## config.mk

```make
export PLATFORM = sky130hd
export DESIGN_NAME = dff_capture_scheduler
export DESIGN_NICKNAME = d
export VERILOG_FILES = /design/src/rtl/cap_sched_pkg.sv /design/src/rtl/rr_arbiter.sv /design/src/rtl/dff_capture_scheduler.sv
export SDC_FILE = /design/constraint.sdc
export NUM_CORES = 1
export LEC_CHECK = 0
export ABC_CLOCK_PERIOD_IN_PS = 3500
export BUFFER_PORTS_ARGS = -buffer_cell sky130_fd_sc_hd__buf_2
export CORE_AREA = 2 2 56 79
export CTS_CLUSTER_SIZE = 24
export DETAILED_ROUTE_END_ITERATION = 8
export DIE_AREA = 0 0 58 81
export PLACE_DENSITY = 0.77
export SETUP_SLACK_MARGIN = 0.5
export SYNTH_ARGS = -nofsm -noshare
export SYNTH_HDL_FRONTEND = slang
export SYNTH_HIERARCHICAL = 1
export SYNTH_SLANG_ARGS = --single-unit
```

## constraint.sdc

```tcl
create_clock -name clk -period 3.5 [get_ports clk]
set_input_delay 1.05 -clock clk [delete_from_list [all_inputs] [get_ports clk]]
set_output_delay 1.05 -clock clk [all_outputs]
set_load 0.005 [all_outputs]
```

## src/rtl/cap_sched_pkg.sv

```systemverilog
`default_nettype none
// +----------------------------------------------------------------------+
// | Module   : cap_sched_pkg                                             |
// | Brief    : Shared types, state encoding, width helper and reset      |
// |            constants for the capture scheduler.                      |
// | Revision : 1.0  initial release                                      |
// +----------------------------------------------------------------------+
package cap_sched_pkg;

  // Two-state scheduler FSM, kept as plain constants for legacy tools.
  typedef logic [0:0] state_t;
  localparam state_t ST_IDLE   = 1'b0;
  localparam state_t ST_REPORT = 1'b1;

  // Reset values: everything comes up zero / idle.
  localparam state_t RST_STATE = ST_IDLE;
  localparam logic   RST_BIT   = 1'b0;

  // Width of a requester index; never below one bit so ports stay legal.
  function automatic int src_w(input int n);
    return (n <= 2) ? 1 : $clog2(n);
  endfunction

endpackage : cap_sched_pkg
`default_nettype wire

```

## src/rtl/rr_arbiter.sv

```systemverilog
`default_nettype none
// +----------------------------------------------------------------------+
// | Module   : rr_arbiter                                                |
// | Brief    : Round-robin arbiter. Search starts at ptr and ascends     |
// |            with wrap; the first active request wins.                 |
// | Revision : 1.0  initial release                                      |
// +----------------------------------------------------------------------+
module rr_arbiter
  import cap_sched_pkg::*;
#(
  parameter  int N_REQ = 4,
  localparam int SRC_W = src_w(N_REQ)
) (
  input  logic [N_REQ-1:0] req,
  input  logic [SRC_W-1:0] ptr,
  input  logic             en,
  output logic [N_REQ-1:0] gnt,
  output logic [SRC_W-1:0] gnt_idx
);

  logic             found;
  logic [SRC_W-1:0] idx;
  int               sum;

  // Walk the requesters from ptr upward (modulo N_REQ); grant the first hit.
  always_comb begin
    gnt     = '0;
    gnt_idx = '0;
    found   = 1'b0;
    idx     = '0;
    sum     = 0;
    for (int i = 0; i < N_REQ; i++) begin
      sum = int'(ptr) + i;
      if (sum >= N_REQ) sum = sum - N_REQ;
      idx = SRC_W'(sum);
      if (en && !found && req[idx]) begin
        found    = 1'b1;
        gnt[idx] = 1'b1;
        gnt_idx  = idx;
      end
    end
  end

endmodule : rr_arbiter
`default_nettype wire

```

## src/rtl/dff_capture_scheduler.sv

```systemverilog
`default_nettype none
// +----------------------------------------------------------------------+
// | Module   : dff_capture_scheduler                                     |
// | Brief    : Shares one capture register among N_REQ requesters with   |
// |            round-robin grants, timestamps every capture and emits a  |
// |            one-cycle capture report.                                 |
// | Revision : 1.0  initial release                                      |
// +----------------------------------------------------------------------+
module dff_capture_scheduler
  import cap_sched_pkg::*;
#(
  parameter  int N_REQ  = 4,
  parameter  int DATA_W = 1,
  parameter  int TS_W   = 16,
  localparam int SRC_W  = src_w(N_REQ)
) (
  input  logic                    clk,
  input  logic                    rst,
  input  logic [N_REQ-1:0]        req_valid,
  input  logic [N_REQ*DATA_W-1:0] req_data,
  output logic [N_REQ-1:0]        req_ready,
  input  logic                    hold,
  output logic [DATA_W-1:0]       q,
  output logic                    cap_valid,
  output logic [SRC_W-1:0]        cap_src,
  output logic [TS_W-1:0]         cap_time
);

  state_t           state;
  logic [TS_W-1:0]  ts;
  logic [SRC_W-1:0] ptr;
  logic [SRC_W-1:0] ptr_nxt;
  logic [N_REQ-1:0] gnt;
  logic [SRC_W-1:0] gnt_idx;
  logic             arb_en;
  logic             grant;
  logic [DATA_W-1:0] lanes [N_REQ];
  int               nxt_sum;

  // Unpack the flat data bus into one lane per requester.
  for (genvar g = 0; g < N_REQ; g++) begin : g_lane
    assign lanes[g] = req_data[g*DATA_W +: DATA_W];
  end

  // Grants are offered only in IDLE, outside reset and while not paused.
  assign arb_en = (state == ST_IDLE) && !hold && !rst;

  rr_arbiter #(
    .N_REQ (N_REQ)
  ) u_arb (
    .req     (req_valid),
    .ptr     (ptr),
    .en      (arb_en),
    .gnt     (gnt),
    .gnt_idx (gnt_idx)
  );

  assign req_ready = gnt;
  assign grant     = |gnt;
  assign cap_valid = (state == ST_REPORT);

  // Pointer advances to the index just past the winner, wrapping at N_REQ.
  always_comb begin
    nxt_sum = int'(gnt_idx) + 1;
    if (nxt_sum >= N_REQ) nxt_sum = 0;
    ptr_nxt = SRC_W'(nxt_sum);
  end

  // FSM, timestamp counter, round-robin pointer and capture registers.
  always_ff @(posedge clk) begin
    if (rst) begin
      state    <= RST_STATE;
      ts       <= '0;
      ptr      <= '0;
      q        <= {DATA_W{RST_BIT}};
      cap_src  <= '0;
      cap_time <= '0;
    end else begin
      ts <= ts + TS_W'(1);
      case (state)
        ST_IDLE: begin
          if (grant) begin
            q        <= lanes[gnt_idx];
            cap_src  <= gnt_idx;
            cap_time <= ts;
            ptr      <= ptr_nxt;
            state    <= ST_REPORT;
          end
        end
        default: state <= ST_IDLE;
      endcase
    end
  end

endmodule : dff_capture_scheduler
`default_nettype wire

```

==> impl_metrics.env <==
export IMPL_status="finished, final reports clean"
export IMPL_numClockSinks=38
export IMPL_die_w_um=58
export IMPL_core_um2=4060
export IMPL_start_util_pct=53.8
export IMPL_synth_nets=275
export IMPL_cp_max_fo=7
export IMPL_synthFlopType="dfxtp_1"
export IMPL_grt_first_pass_wirelength_um=9290
export IMPL_nNetsFinal=327
export IMPL_place_gp_congestion=0.757
export IMPL_row_count=28
export IMPL_cts_buffers=5
export IMPL_drc=0
export IMPL_clk_path_buf_depth=2
export IMPL_required_ps=2450
export IMPL_async_flop_share_pct=0
export IMPL_cp_arrival_ps=2350
export IMPL_overflow=0
export IMPL_dr_pass1_iters=4
export IMPL_drv_slew=0
export IMPL_antenna_found_initial=0
export IMPL_relSlewSlack_pct=47.0
export IMPL_avgSynthCellArea_um2=8.57
export IMPL_max_cap_violations=0
export IMPL_yosysTopAreaCell="dfxtp_1"
export IMPL_hold_class="reg2reg"
export IMPL_num_vias=2164
export IMPL_yosys_register_bits=38
export IMPL_totalPowerFinal_mw=1.36
export IMPL_synth_edf_count=0
export IMPL_synth_seq_area_share_pct=34.8
export IMPL_fin_crit_sh_pct=97.0
export IMPL_rsz0062_at_grt="true"
export IMPL_clk_latency_ps=300
export IMPL_antenna_cells=0
export IMPL_synth_warnings=6
export IMPL_drtAntennaViolNets=0
export IMPL_p_per_area_nw_per_um2=474
export IMPL_synth_distinct_cells=47
export IMPL_synth_top_area_share_pct=34.8
export IMPL_viasPerCell=6.15
export IMPL_hold_violations=0
export IMPL_worstSetupPathType="in2out"
export IMPL_portBuffers=34
export IMPL_min_period_ps=3400
export IMPL_area_growth_pct=31.1
export IMPL_grt_max_degree=43
export IMPL_grt_pass1_vias=1994
export IMPL_netlist_area_um2=2180
export IMPL_dieArea_um2=4700
export IMPL_pin_count=35
export IMPL_cp_start_kind="input port"
export IMPL_clock_fmax_mhz=295
export IMPL_synthCells=255
export IMPL_drtIter0Drc=81
export IMPL_cts_root_buf="clkbuf_8"
export IMPL_hold_slack_ps=471
export IMPL_cts_tree="built"
export IMPL_setup_viol=0
export IMPL_cts_hold_buf=0
export IMPL_clk_pin_slew_ps=70
export IMPL_drive_above_1_share_pct=34.2
export IMPL_grtUsageTotal_pct=26.0
export IMPL_crit_path_end_kind="output pin"
export IMPL_htree_levels=2
export IMPL_ir_drop_mv=0.366
export IMPL_wire_per_inst_um=16.9
export IMPL_netlist_top_cells_count="dfxtp_1 (38), a21oi_1 (29), nand3_1 (25), o21ai_0 (25), nand2_1 (11)"
export IMPL_wl_um=5930
export IMPL_die_h_um=81
export IMPL_fin_skew_ps=5.00
export IMPL_synth_area_top_cells="dfxtp_1 (35%), a21oi_1 (6.6%), nand3_1 (5.7%)"
export IMPL_yosysMostFrequentCell="dfxtp_1"
export IMPL_worstMarginPinSlew_ps=794
export IMPL_dp_hpwl_um=3550
export IMPL_p_leak_nw=1.12
-- sequential cells by signal (all words and copies together) (netlist names) --
name and flops:
cap_src 2, cap_time 16, cap_valid 1, ptr 2
q 1, ts 16
-- cells in the final DEF (no fill, tap or decap), types with 6 or more instances in the layout --
master   instances
o21ai_0         25
nand3_1         14
ha_1             8
nor2_1          10
mux2i_1          6
a21oi_1         24
nand2_1         11
or4_1            6
buf_4           20
nor2b_1          6
buf_2           30
nand3_2         12
o31ai_1          6
buf_6            6
dfxtp_1         37
-- report_power, final --
group | total (mW) | switching (mW) | leakage (nW) | internal, mW
Sequential | 0.462 | 0.0124 | 0.308 | 0.449
Combinational | 0.611 | 0.299 | 0.772 | 0.311
Clock | 0.285 | 0.148 | 0.0383 | 0.137
-- repair_timing --
action / CTS / global route
gates cloned: 3 / 0
hold endpoints to repair: 0 / 0
setup endpoints to repair: 25 / 25
gates resized for setup: 31 / 9
buffers inserted: 8 / 4
pin swaps: 20 / 5
-- worst paths after layout --
path	startpoint	end	slack, ps	depth (start not counted)
setup / recovery	req_valid[3]	req_ready[0]	100	6
setup reg to reg	ptr[1]$_SDFFE_PP0P_	cap_time[4]$_SDFFE_PP0P_	360	12
hold reg to reg	cap_time[2]$_SDFFE_PP0P_	cap_time[2]$_SDFFE_PP0P_	470	2
hold / removal	cap_time[2]$_SDFFE_PP0P_	cap_time[2]$_SDFFE_PP0P_	470	2
-- per-layer routing --
metal | GRT usage (%) | part of all wire [%] | up-vias
met3 | 4.62 | 3.4 | 16
met5 | 0 | 0 | -
li1 | - | - | 1060
met1 | 26.2 | 37 | 1021
met2 | 49.1 | 56 | 67
met4 | 14.9 | 3.7 | 0
-- logic make-up after synthesis --
| group | count (synthesis) | synth area share [%] |
|---|---|---|
| AND/OR/NAND/NOR | 88 | 23.5 |
| flip-flops | 38 | 34.8 |
| AO/OA/AOI/OAI | 76 | 20.1 |
| adder cells (fa/ha/maj) | 9 | 5.15 |
| multiplexers | 14 | 8.59 |
| XOR/XNOR | 3 | 1.20 |
| buffers and inverters | 27 | 6.64 |
-- through the flow --
step | cell area (um2) | utilization [%] | cells | setup slack, ps | TNS [ps]
2_1_floorplan | 2220 | - | 255 | 270 | 0
3_3_place_gp | 2430 | 59.8 | 330 | 13.2 | 0
3_5_place_dp | 2430 | 59.8 | 330 | -12.0 | -12.0
4_1_cts | 2800 | 68.9 | 348 | 85.4 | 0
5_1_grt | 2860 | 70.5 | 352 | 60.1 | 0
6_report | 2860 | 70.5 | 352 | 104 | 0
-- worst max-delay path, cell delays in order --
cell     delay, ps
buf_12         110
mux4_2         550
nand2_1         90
o21ai_1         70
a221o_1        340
buf_2          140
-- layout make-up --
| class | count | area, um2 |
|---|---|---|
| Timing Repair Buffer | 65 | 561 |
| Inverter | 7 | 31.3 |
| Fill cell | 328 | 1200 |
| Clock buffer | 7 | 76.3 |
| Tap cell | 45 | 56.3 |
| Multi-Input combinational cell | 190 | 1380 |
| Sequential cell | 38 | 762 |
Power figures use the tool's default switching activity.
